## config.mk

```make
export PLATFORM = sky130hd
export DESIGN_NAME = approx_err_monitor_flat
export DESIGN_NICKNAME = d
export VERILOG_FILES = /design/src/rtl/approx_err_if.sv /design/src/rtl/approx_err_monitor.sv /design/src/flat_wrapper.sv
export SDC_FILE = /design/constraint.sdc
export NUM_CORES = 1
export LEC_CHECK = 0
export ABC_CLOCK_PERIOD_IN_PS = 6300
export CAP_MARGIN = 0
export CORE_ASPECT_RATIO = 0.6
export CORE_UTILIZATION = 55
export DETAILED_ROUTE_END_ITERATION = 8
export PLACE_DENSITY = 0.75
export SETUP_SLACK_MARGIN = 0.05
export SLEW_MARGIN = 15
export SYNTH_ARGS = -nofsm -noshare
export SYNTH_HDL_FRONTEND = slang
export SYNTH_SLANG_ARGS = --single-unit
```

## constraint.sdc

```tcl
create_clock -name clk -period 6.3 [get_ports clk]
set_input_delay 0.63 -clock clk [delete_from_list [all_inputs] [get_ports clk]]
set_output_delay 0.63 -clock clk [all_outputs]
set_load 0.03 [all_outputs]
```

## src/rtl/approx_err_if.sv

```systemverilog
// Handshake and result bundle between the approximate multiplier stream and its error monitor.
interface approx_err_if #(
  parameter int CNT_W = 16,
  parameter int SUM_W = 32
);
  logic             start;
  logic [CNT_W-1:0] n_samples;
  logic             busy;
  logic             in_valid;
  logic             in_ready;
  logic [7:0]       a;
  logic [7:0]       b;
  logic [15:0]      r_approx;
  logic             done;
  logic [SUM_W-1:0] sum_err;
  logic [15:0]      max_err;
  logic [CNT_W-1:0] nz_cnt;
  logic             sum_sat;

  modport master (
    output start, n_samples, in_valid, a, b, r_approx,
    input  busy, in_ready, done, sum_err, max_err, nz_cnt, sum_sat
  );

  modport slave (
    input  start, n_samples, in_valid, a, b, r_approx,
    output busy, in_ready, done, sum_err, max_err, nz_cnt, sum_sat
  );
endinterface

```

## src/rtl/approx_err_monitor.sv

```systemverilog
// Accumulates |a*b - r_approx| statistics over a run of N samples from the approximate multiplier.
module approx_err_monitor #(
  parameter int CNT_W = 16,
  parameter int SUM_W = 32
) (
  input  logic        clk,
  input  logic        rst,
  approx_err_if.slave bus
);
  typedef enum logic [1:0] {IDLE, RUN, DRAIN, DONE} state_t;

  localparam int ACC_W = ((SUM_W > 16) ? SUM_W : 16) + 1;

  function automatic logic [15:0] abs_err(input logic [15:0] exact, input logic [15:0] approx);
    logic signed [16:0] diff;
    diff = $signed({1'b0, exact}) - $signed({1'b0, approx});
    return (diff < 17'sd0) ? 16'(-diff) : 16'(diff);
  endfunction

  // Returns {overflow, clamped sum}.
  function automatic logic [SUM_W:0] sat_add(input logic [SUM_W-1:0] acc, input logic [15:0] ed);
    logic [ACC_W-1:0] total;
    total = ACC_W'(acc) + ACC_W'(ed);
    if (total > ACC_W'({SUM_W{1'b1}})) return {1'b1, {SUM_W{1'b1}}};
    return {1'b0, total[SUM_W-1:0]};
  endfunction

  state_t           state_q;
  logic             busy_q, in_ready_q, done_q;
  logic [CNT_W-1:0] n_q, cnt_q;
  logic [SUM_W-1:0] sum_q, sum_d;
  logic [15:0]      max_q, max_d;
  logic [CNT_W-1:0] nz_q, nz_d;
  logic             sat_q, sat_d;
  logic [SUM_W:0]   sum_ext;

  logic             vld_p1, vld_p2;
  logic [15:0]      exact_p1, approx_p1, ed_p2;

  logic accept;
  logic start_ok;

  assign accept   = bus.in_valid & in_ready_q;
  assign start_ok = (state_q == IDLE) && bus.start && (bus.n_samples != '0);

  // Stage 1: exact product alongside the approximate one
  always_ff @(posedge clk) begin
    if (accept) begin
      exact_p1  <= 16'(bus.a) * 16'(bus.b);
      approx_p1 <= bus.r_approx;
    end
    // Stage 2: absolute error
    if (vld_p1) begin
      ed_p2 <= abs_err(exact_p1, approx_p1);
    end
  end

  // Stage 3: accumulator next-state
  always_comb begin
    sum_ext = sat_add(sum_q, ed_p2);
    sum_d   = sum_q;
    max_d   = max_q;
    nz_d    = nz_q;
    sat_d   = sat_q;
    if (start_ok) begin
      sum_d = '0;
      max_d = '0;
      nz_d  = '0;
      sat_d = 1'b0;
    end else if (vld_p2) begin
      sum_d = sum_ext[SUM_W-1:0];
      sat_d = sat_q | sum_ext[SUM_W];
      if (ed_p2 > max_q) max_d = ed_p2;
      if (ed_p2 != '0)   nz_d  = nz_q + CNT_W'(1);
    end
  end

  always_ff @(posedge clk) begin
    if (rst) begin
      state_q    <= IDLE;
      busy_q     <= 1'b0;
      in_ready_q <= 1'b0;
      done_q     <= 1'b0;
      n_q        <= '0;
      cnt_q      <= '0;
      vld_p1     <= 1'b0;
      vld_p2     <= 1'b0;
      sum_q      <= '0;
      max_q      <= '0;
      nz_q       <= '0;
      sat_q      <= 1'b0;
    end else begin
      vld_p1 <= accept;
      vld_p2 <= vld_p1;
      done_q <= 1'b0;
      sum_q  <= sum_d;
      max_q  <= max_d;
      nz_q   <= nz_d;
      sat_q  <= sat_d;
      case (state_q)
        IDLE: begin
          if (start_ok) begin
            n_q        <= bus.n_samples;
            cnt_q      <= '0;
            state_q    <= RUN;
            busy_q     <= 1'b1;
            in_ready_q <= 1'b1;
          end
        end
        RUN: begin
          if (accept) begin
            cnt_q <= cnt_q + CNT_W'(1);
            if (cnt_q + CNT_W'(1) == n_q) begin
              state_q    <= DRAIN;
              in_ready_q <= 1'b0;
            end
          end
        end
        DRAIN: begin
          // Wait until the last accepted sample has reached the accumulators.
          if (!vld_p1 && !vld_p2) begin
            state_q <= DONE;
            busy_q  <= 1'b0;
            done_q  <= 1'b1;
          end
        end
        DONE:    state_q <= IDLE;
        default: state_q <= IDLE;
      endcase
    end
  end

  assign bus.busy     = busy_q;
  assign bus.in_ready = in_ready_q;
  assign bus.done     = done_q;
  assign bus.sum_err  = sum_q;
  assign bus.max_err  = max_q;
  assign bus.nz_cnt   = nz_q;
  assign bus.sum_sat  = sat_q;
endmodule

```

## src/flat_wrapper.sv

```systemverilog
// flat-port wrapper written by rule: the top's interface ports become plain ports
module approx_err_monitor_flat 
#(
  parameter int CNT_W = 16,
  parameter int SUM_W = 32
)
  (clk, rst, bus_start, bus_n_samples, bus_in_valid, bus_a, bus_b, bus_r_approx, bus_busy, bus_in_ready, bus_done, bus_sum_err, bus_max_err, bus_nz_cnt, bus_sum_sat);
  approx_err_if #(.CNT_W(CNT_W), .SUM_W(SUM_W)) bus_i ();
  input  logic clk;
  input  logic rst;
  input wire logic [$bits(bus_i.start)-1:0] bus_start;
  input wire logic [$bits(bus_i.n_samples)-1:0] bus_n_samples;
  input wire logic [$bits(bus_i.in_valid)-1:0] bus_in_valid;
  input wire logic [$bits(bus_i.a)-1:0] bus_a;
  input wire logic [$bits(bus_i.b)-1:0] bus_b;
  input wire logic [$bits(bus_i.r_approx)-1:0] bus_r_approx;
  output wire logic [$bits(bus_i.busy)-1:0] bus_busy;
  output wire logic [$bits(bus_i.in_ready)-1:0] bus_in_ready;
  output wire logic [$bits(bus_i.done)-1:0] bus_done;
  output wire logic [$bits(bus_i.sum_err)-1:0] bus_sum_err;
  output wire logic [$bits(bus_i.max_err)-1:0] bus_max_err;
  output wire logic [$bits(bus_i.nz_cnt)-1:0] bus_nz_cnt;
  output wire logic [$bits(bus_i.sum_sat)-1:0] bus_sum_sat;
  assign bus_i.start = bus_start;
  assign bus_i.n_samples = bus_n_samples;
  assign bus_i.in_valid = bus_in_valid;
  assign bus_i.a = bus_a;
  assign bus_i.b = bus_b;
  assign bus_i.r_approx = bus_r_approx;
  assign bus_busy = bus_i.busy;
  assign bus_in_ready = bus_i.in_ready;
  assign bus_done = bus_i.done;
  assign bus_sum_err = bus_i.sum_err;
  assign bus_max_err = bus_i.max_err;
  assign bus_nz_cnt = bus_i.nz_cnt;
  assign bus_sum_sat = bus_i.sum_sat;
  approx_err_monitor #(.CNT_W(CNT_W), .SUM_W(SUM_W)) u_core (.clk(clk), .rst(rst), .bus(bus_i));
endmodule
```

==> results of run 1 <==
[worst max path at each step]
stage               startpoint                  end  depth (start not counted)
finish                bus_b[7]  u_core.exact_p1[15]                         16
global route          bus_b[7]  u_core.exact_p1[15]                         16
CTS                   bus_b[7]  u_core.exact_p1[15]                         16
detailed placement    bus_b[7]  u_core.exact_p1[15]                         16
global placement      bus_b[7]  u_core.exact_p1[15]                         16
floorplan             bus_b[4]  u_core.exact_p1[15]                         15
[routing by layer]
layer,GRT usage,share of wire,vias to the layer above
li1,-,-,4423
met5,0,0,-
met1,0.3947,0.52,4226
met2,0.3654,0.41,277
met3,0.04665,0.060,17
met4,0.06002,0.0097,0
[placed cells by master (no fill, tap or decap), types with 6 or more instances in the layout]
master           Yosys  layout
nand2b_1            13      13
mux2i_1             25      25
and2_1              53      53
a21o_1              14      14
nor2b_1              8       8
o21a_1              16      16
edfxtp_1            48      48
xnor2_1             45      45
nor3_1              24      24
xor2_1              36      36
or2_2                6       6
clkbuf_16            0      17
a31oi_1              9       9
a21oi_1             91      91
nand2_1             85      85
nor2_1             107     107
nand4_1             15      15
nand3_1             44      44
or3_1                8       8
dfxtp_1            104     104
inv_1              109     109
o21ai_0             66      66
clkdlybuf4s50_1      0     119
nor4_1              12      12
ha_1                90      90
fa_1                38      38
[cells by family after synthesis]
logic type | count (synthesis) | synth area share
compound gates | 263 | 0.1579
xor+xnor | 82 | 0.06773
fa+ha+maj | 128 | 0.1761
buf+inv | 153 | 0.05570
flops | 152 | 0.3289
mux | 25 | 0.02336
simple gates | 404 | 0.1904
[registers in the layout, indices dropped and copies added (netlist names), 2 cells and up]
signal / flops
u_core.ed_p2: 16
u_core.approx_p1: 16
u_core.bus.nz_cnt: 16
u_core.state_q: 2
u_core.bus.max_err: 16
u_core.bus.sum_err: 32
u_core.n_q: 16
u_core.exact_p1: 16
u_core.cnt_q: 16
[where the power goes]
part | total (mW) | internal [mW] | switching, mW
clock network | 1.00 | 0.553 | 0.451
registers | 1.21 | 1.15 | 0.0578
logic | 1.34 | 0.565 | 0.772
[tightest hold or removal path: stages (launching register included)]
cell     delay [ns]
dfxtp_1        0.33
nor2_1         0.05
nor2_1         0.07
[layout make-up]
type	instances	share of cell area
tap	246	0.02435
clock buffer	18	0.03395
inverter	109	0.03237
sequential	152	0.2787
multi-input combinational	902	0.5225
timing repair buffer	124	0.09720
clock inverter	14	0.01089
[through the flow]
stage	util	power [mW]
4_1_cts	0.6640	3.559
2_1_floorplan	-	2.232
3_3_place_gp	0.6343	2.512
5_1_grt	0.6642	3.766
3_5_place_dp	0.6343	2.550
6_report	0.6642	3.547
==> results by group, run 1 <==
Status
  • Status: finished clean

STA
  • Final worst setup slack: 1.188 ns
  • Max Clock Skew: 0.008579 ns
  • Hold Vio Cnt, Final: 0
  • Final Hold Slack: 0.4781 ns
  • Setup violations, final: 0
  • Slew Limit Fails: 0
  • Worst-Margin Slew: 1.124 ns
  • Slew HR: 0.2476
  • F_max: 195.6 MHz
  • Fin crit share: 0.8114
  • RSZ-0062 raised after global routing: false
  • Final min period: 5.112 ns
  • Setup TNS: 0 ns

Logic synthesis
  • Seq/Total Area, Yosys: 0.3289
  • Post-synth cell types: 76
  • Synth Instances: 1207
  • Post-Syn Area per Cell: 8.877 µm²
  • Most frequent cell after synthesis: inv_1
  • Share of the synthesized area in the top cell type: 0.1943
  • Net Count, Synth: 1387
  • YS warnings: 0
  • Async S/R FF share, synth: 0
  • Mapped cell area: 10710 µm²
  • Top FF cell, synth: dfxtp_1
  • EDFF count, synth: 48
  • Number of synthesized register bits: 152
  • Yosys top cell by area: dfxtp_1
  • Synth cell count leaders: inv_1 (109), nor2_1 (107), dfxtp_1 (104)
  • Area contributors post-synth: dfxtp_1 (19%), edfxtp_1 (13%), ha_1 (11%), fa_1 (7.1%), a21oi_1 (4.3%)

CTS
  • Setup Buffers After CTS: 0
  • Worst skew pair latency: 0.43 ns
  • CTS tree: built
  • Max Root-Sink Buffers: 2
  • Clock Pin Slew Worst Setup and Hold Paths: 0.07 ns
  • Clock buffer count from CTS: 17
  • H-tree depth: 4
  • Root Driver: clkbuf_16
  • Clk sink count: 152
  • # hold bufs at CTS: 0
  • Cts repair resizes: 0

Routing
  • DRT Wirelength: 25.03 mm
  • DRC violations left: 0
  • Vias: 8943
  • DR WL/cell: 15.99 µm
  • Routed Antenna Nets: 0
  • DR vias/cell: 5.714
  • DR pass1 iterations: 4
  • DR iter-0 viols: 755

Power
  • Static leakage power: 4.949 nW
  • Max IR drop VDD: 0.1994 mV
  • PwrDens: 280.6 nW/µm²

GRT
  • Vias in the first global route: 7952
  • GRT Residual Overflow: 0
  • Gr usage total: 0.2560
  • First-pass GRT wire length: 40.43 mm
  • Largest net degree at the start of global routing: 50
  • Initial antenna violation count: 0

Place
  • Cell Area, Placed: 12070 µm²
  • RePlAce Congestion: 0.8964
  • Inst Count DP: 1533
  • DPL Wire Length: 18.94 mm
  • Port Buffer Count: 119
  • Dpl ws: 0.7676 ns

Layout
  • Nets@finish: 1486
  • Syn-to-layout area delta: 17.98%
  • Final instance area: 12640 µm²
  • FILL cells: 1582
  • Post-route insts no fill: 1565
  • Sequential Area: 3523 µm²
  • Ant. Diodes: 0
  • Area occupied by multi-input gates: 6605 µm²
  • Share of layout cells above drive strength 1: 0.04776

Worst setup path
  • Most used cell, CP: fa_1
  • CP cell instances: clkdlybuf4s50_1 > nand2_1 > fa_1 > fa_1 > inv_1 > fa_1 > inv_1 > fa_1 > inv_1 > ha_1 > a21boi_0 > o21ai_0 > a21oi_1 > a41o_1 > o41a_1 > xnor2_1
  • CP Class: input pin to flop
  • Reg2reg setup slack: 2.81 ns
  • RR Endpoint: u_core.bus.sum_err[17]
  • Critical Path Fanout Max: 8
  • Crit end category: flop
  • Startpoint types: input pin
  • CP arrival: 5.29 ns
  • Critical path's top delay family: adder cells
  • Reg-to-Reg Start: u_core.ed_p2[0]
  • CP required: 6.48 ns
  • Slowest stage delay, CP: 0.63 ns
  • WP buf/inv: 4
  • Worst Reg-to-Reg Cells: 11
  • Critical path's slowest cell: clkdlybuf4s50_1

Die
  • Die X: 182.2 µm
  • I/O pin count: 120
  • Core ar.: 19030 µm²
  • Site row count: 39
  • Initial core utilization: 0.5630
  • Die area: 20060 µm²
  • Chip height: 110.1 µm

Min path
  • Min-delay src: u_core.bus.sum_sat
  • Hold crit path type: flop to flop
  • Worst Hold Path Cells: 2
  • Worst-case hold path end point: u_core.bus.sum_sat

Flow run
  • Max Cap Viol: 0
Note: power is estimated with default switching activity, not from simulation.
==> inputs of run 2 (changes only) <==
- ABC_CLOCK_PERIOD_IN_PS: 6300 -> 5200
- clock period: 6.3 -> 5.2 ns (I/O delays scaled with it)
==> results by group, run 2 (synthesis results as in run 1) <==
Power
  • Pint: 2.774 mW (+22%)
  • Sw frac: 0.3602 (-0.0009308)
  • PwrDens: 339.3 nW/µm² (+21%)
  • Static leakage power: 5.049 nW (+2.0%)
  • Clock power frac: 0.288 (+0.005)
  • NetSw: 1.562 mW (+22%)
  • Gate power share: 0.375 (-0.002)
  • Max IR drop VDD: 0.2549 mV (+28%)
  • Flop pwr share: 0.337 (-0.003)

Worst setup path
  • RR Endpoint: u_core.bus.sum_err[1]
  • Setup crit start: bus_b[2]
  • Slowest stage delay, CP: 0.54 ns (-0.09 ns)
  • Critical Path Fanout Max: 8 (unchanged)
  • Reg-to-Reg Start: u_core.ed_p2[0]
  • Critical path's slowest cell: fa_1
  • Crit end category: flop
  • Worst setup path end: u_core.exact_p1[15]
  • Startpoint types: input pin
  • Reg2reg setup slack: 1.68 ns (-1.13 ns)
  • Most used cell, CP: fa_1
  • Worst Reg-to-Reg Cells: 10 (-1)
  • CP arrival: 4.98 ns (-0.31 ns)
  • CP cell instances: clkdlybuf4s50_1 > and2_1 > fa_1 > fa_1 > ha_1 > inv_1 > fa_1 > inv_1 > ha_1 > nor2b_1 > o21ai_0 > a21boi_0 > o21ai_0 > a21oi_1 > a41o_1 > o41a_1 > xnor2_1
  • CP Class: input pin to flop
  • CP required: 5.38 ns (-1.10 ns)

Routing
  • DR pass1 iterations: 5 (+1)
  • Vias: 8857 (-0.96%)
  • Routed Antenna Nets: 0 (unchanged)
  • DR iter-0 viols: 694 (-8.1%)
  • DR WL/cell: 15.60 µm (-2.5%)
  • DR vias/cell: 5.599 (-2.0%)
  • DRT Wirelength: 24.67 mm (-1.4%)
  • DRC violations left: 0 (unchanged)

Layout
  • Sequential Area: 3523 µm² (unchanged)
  • Largest register FFs: 32 (unchanged)
  • Most common cell after layout, fill and taps aside: clkdlybuf4s50_1
  • Syn-to-layout area delta: 19.29%
  • Most frequent cells in the layout: clkdlybuf4s50_1 (119), inv_1 (109), nor2_1 (107), dfxtp_1 (104), a21oi_1 (91)
  • Area occupied by multi-input gates: 6601 µm² (about the same)
  • Share of layout cells above drive strength 1: 0.06063 (+0.01287)
  • Fin util: 0.6716 (+0.007364)
  • FILL cells: 1597 (+0.95%)
  • Ant. Diodes: 0 (unchanged)
  • Nets@finish: 1503 (+1.1%)

GRT
  • Initial antenna violation count: 0 (unchanged)
  • First-pass GRT wire length: 39.62 mm (-2.0%)
  • Met1 Resource Use GR: 0.3900 (-0.004664)
  • GRT met3 Usage: 0.04895 (+0.002300)
  • Largest net degree at the start of global routing: 50 (unchanged)
  • GRT Residual Overflow: 0 (unchanged)
  • GR Util met2: 0.3478 (-0.01752)
  • Vias in the first global route: 7737 (-2.7%)
  • Gr usage total: 0.2497 (-0.006285)
  • Global route hottest layer: met1

STA
  • Hold Vio Cnt, Final: 0 (unchanged)
  • RSZ-0062 raised after global routing: false
  • Worst-Margin Slew: 1.213 ns (+0.08815 ns)
  • Final min period: 4.797 ns
  • Setup violations, final: 0 (unchanged)
  • F_max: 208.4 MHz
  • Setup TNS: 0 ns (unchanged)
  • Slew HR: 0.1862 (-0.06143)
  • Slew Limit Fails: 0 (unchanged)
  • Max Clock Skew: 0.008921 ns (+0.0003421 ns)
  • Fin crit share: 0.9226

Die
  • Die area: 20060 µm² (unchanged)
  • I/O pin count: 120 (unchanged)
  • Initial core utilization: 0.5630 (unchanged)
  • Die X: 182.2 µm (unchanged)
  • Chip height: 110.1 µm (unchanged)
  • Site row count: 39 (unchanged)
  • Core ar.: 19030 µm² (unchanged)

Place
  • Port Buffer Count: 119 (unchanged)
  • RePlAce Congestion: 0.9012 (+0.54%)
  • DPL Wire Length: 18.64 mm (-1.6%)

Flow run
  • Max Cap Viol: 0 (unchanged)

Status
  • Status: finished clean

CTS
  • Clk sink count: 152 (unchanged)
  • CTS tree: built
  • Worst skew pair latency: 0.44 ns (about the same)
  • Clock buffer count from CTS: 17 (unchanged)
  • Setup Buffers After CTS: 0 (unchanged)
  • Root Driver: clkbuf_16
  • # hold bufs at CTS: 0 (unchanged)
  • Cts repair resizes: 0 (unchanged)
  • Clock Pin Slew Worst Setup and Hold Paths: 0.06 ns (about the same)
  • Max Root-Sink Buffers: 2 (unchanged)
  • H-tree depth: 4 (unchanged)

Min path
  • Hold crit path type: flop to flop
[run 2: changes by cell type in the layout (fill, tap and decap cells not counted)]
cell        before  now
buf_4            5   22
inv_8            1    4
clkinvlp_4       3    1
clkbuf_1         1    0
clkinv_1         1    0
clkinv_2         0    1
o21ai_1          4    5
o21ai_2          1    0
[run 2: power by group through the flow]
stage	clock (mW)	sequential [mW]	combinational, mW
2_1_floorplan	0	1.49	1.22
3_3_place_gp	0	1.48	1.58
3_5_place_dp	0	1.49	1.62
4_1_cts	1.27	1.46	1.63
5_1_grt	1.32	1.47	1.83
6_report	1.25	1.46	1.63
[run 2: critical path, delay by kind of cell]
family / cells / cell delay [ns]
buffers and inverters: 3 / 0.62
adder cells (fa/ha/maj): 5 / 2.01
AND/OR/NAND/NOR: 2 / 0.36
AO/OA/AOI/OAI: 6 / 1.34
XOR/XNOR: 1 / 0.14
[run 2: how the worst min path moves through the flow]
stage / depth (start not counted) / endpoint / from
CTS: 2 / u_core.bus.sum_sat / u_core.bus.sum_sat
global route: 2 / u_core.bus.max_err[13] / u_core.bus.max_err[13]
global placement: 2 / u_core.bus.sum_sat / u_core.bus.sum_sat
floorplan: 2 / u_core.state_q[1] / u_core.state_q[1]
finish: 2 / u_core.bus.sum_sat / u_core.bus.sum_sat
detailed placement: 2 / u_core.bus.sum_sat / u_core.bus.sum_sat
[run 2: metrics by stage]
step / std cells / hold WS (ns) / instance area (µm²) / power [mW] / worst slack [ns]
global placement: 1550 / 0.4567 / 12200 / 3.068 / -0.006023
floorplan: 1207 / 0.4647 / 10710 / 2.704 / 0.7251
detailed placement: 1550 / 0.4682 / 12200 / 3.103 / -0.04906
finish: 1582 / 0.4764 / 12780 / 4.336 / 0.4025
global route: 1582 / 0.5081 / 12780 / 4.622 / 0.1532
CTS: 1582 / 0.4835 / 12780 / 4.358 / 0.4221
[run 2: layout make-up]
| type | count | share of cell area |
|---|---|---|
| Clock buffer | 17 | 0.03328 |
| Clock inverter | 15 | 0.01233 |
| Inverter | 109 | 0.03201 |
| Multi-Input combinational cell | 902 | 0.5165 |
| Sequential cell | 152 | 0.2757 |
| Tap cell | 246 | 0.02408 |
| Timing Repair Buffer | 141 | 0.1061 |
[run 2: routing by layer]
layer | share of wire | up-vias | routed length, µm
li1 | - | 4461 | -
met1 | 0.53 | 4096 | 13060
met2 | 0.40 | 287 | 9883
met3 | 0.063 | 13 | 1556
met4 | 0.0070 | 0 | 172
met5 | 0 | - | 0
==> inputs of run 3 (changes only) <==
- SKIP_LAST_GASP: unset -> 1
==> results of run 3 <==
Final layout, timing and power as in run 2 (identical DEF).
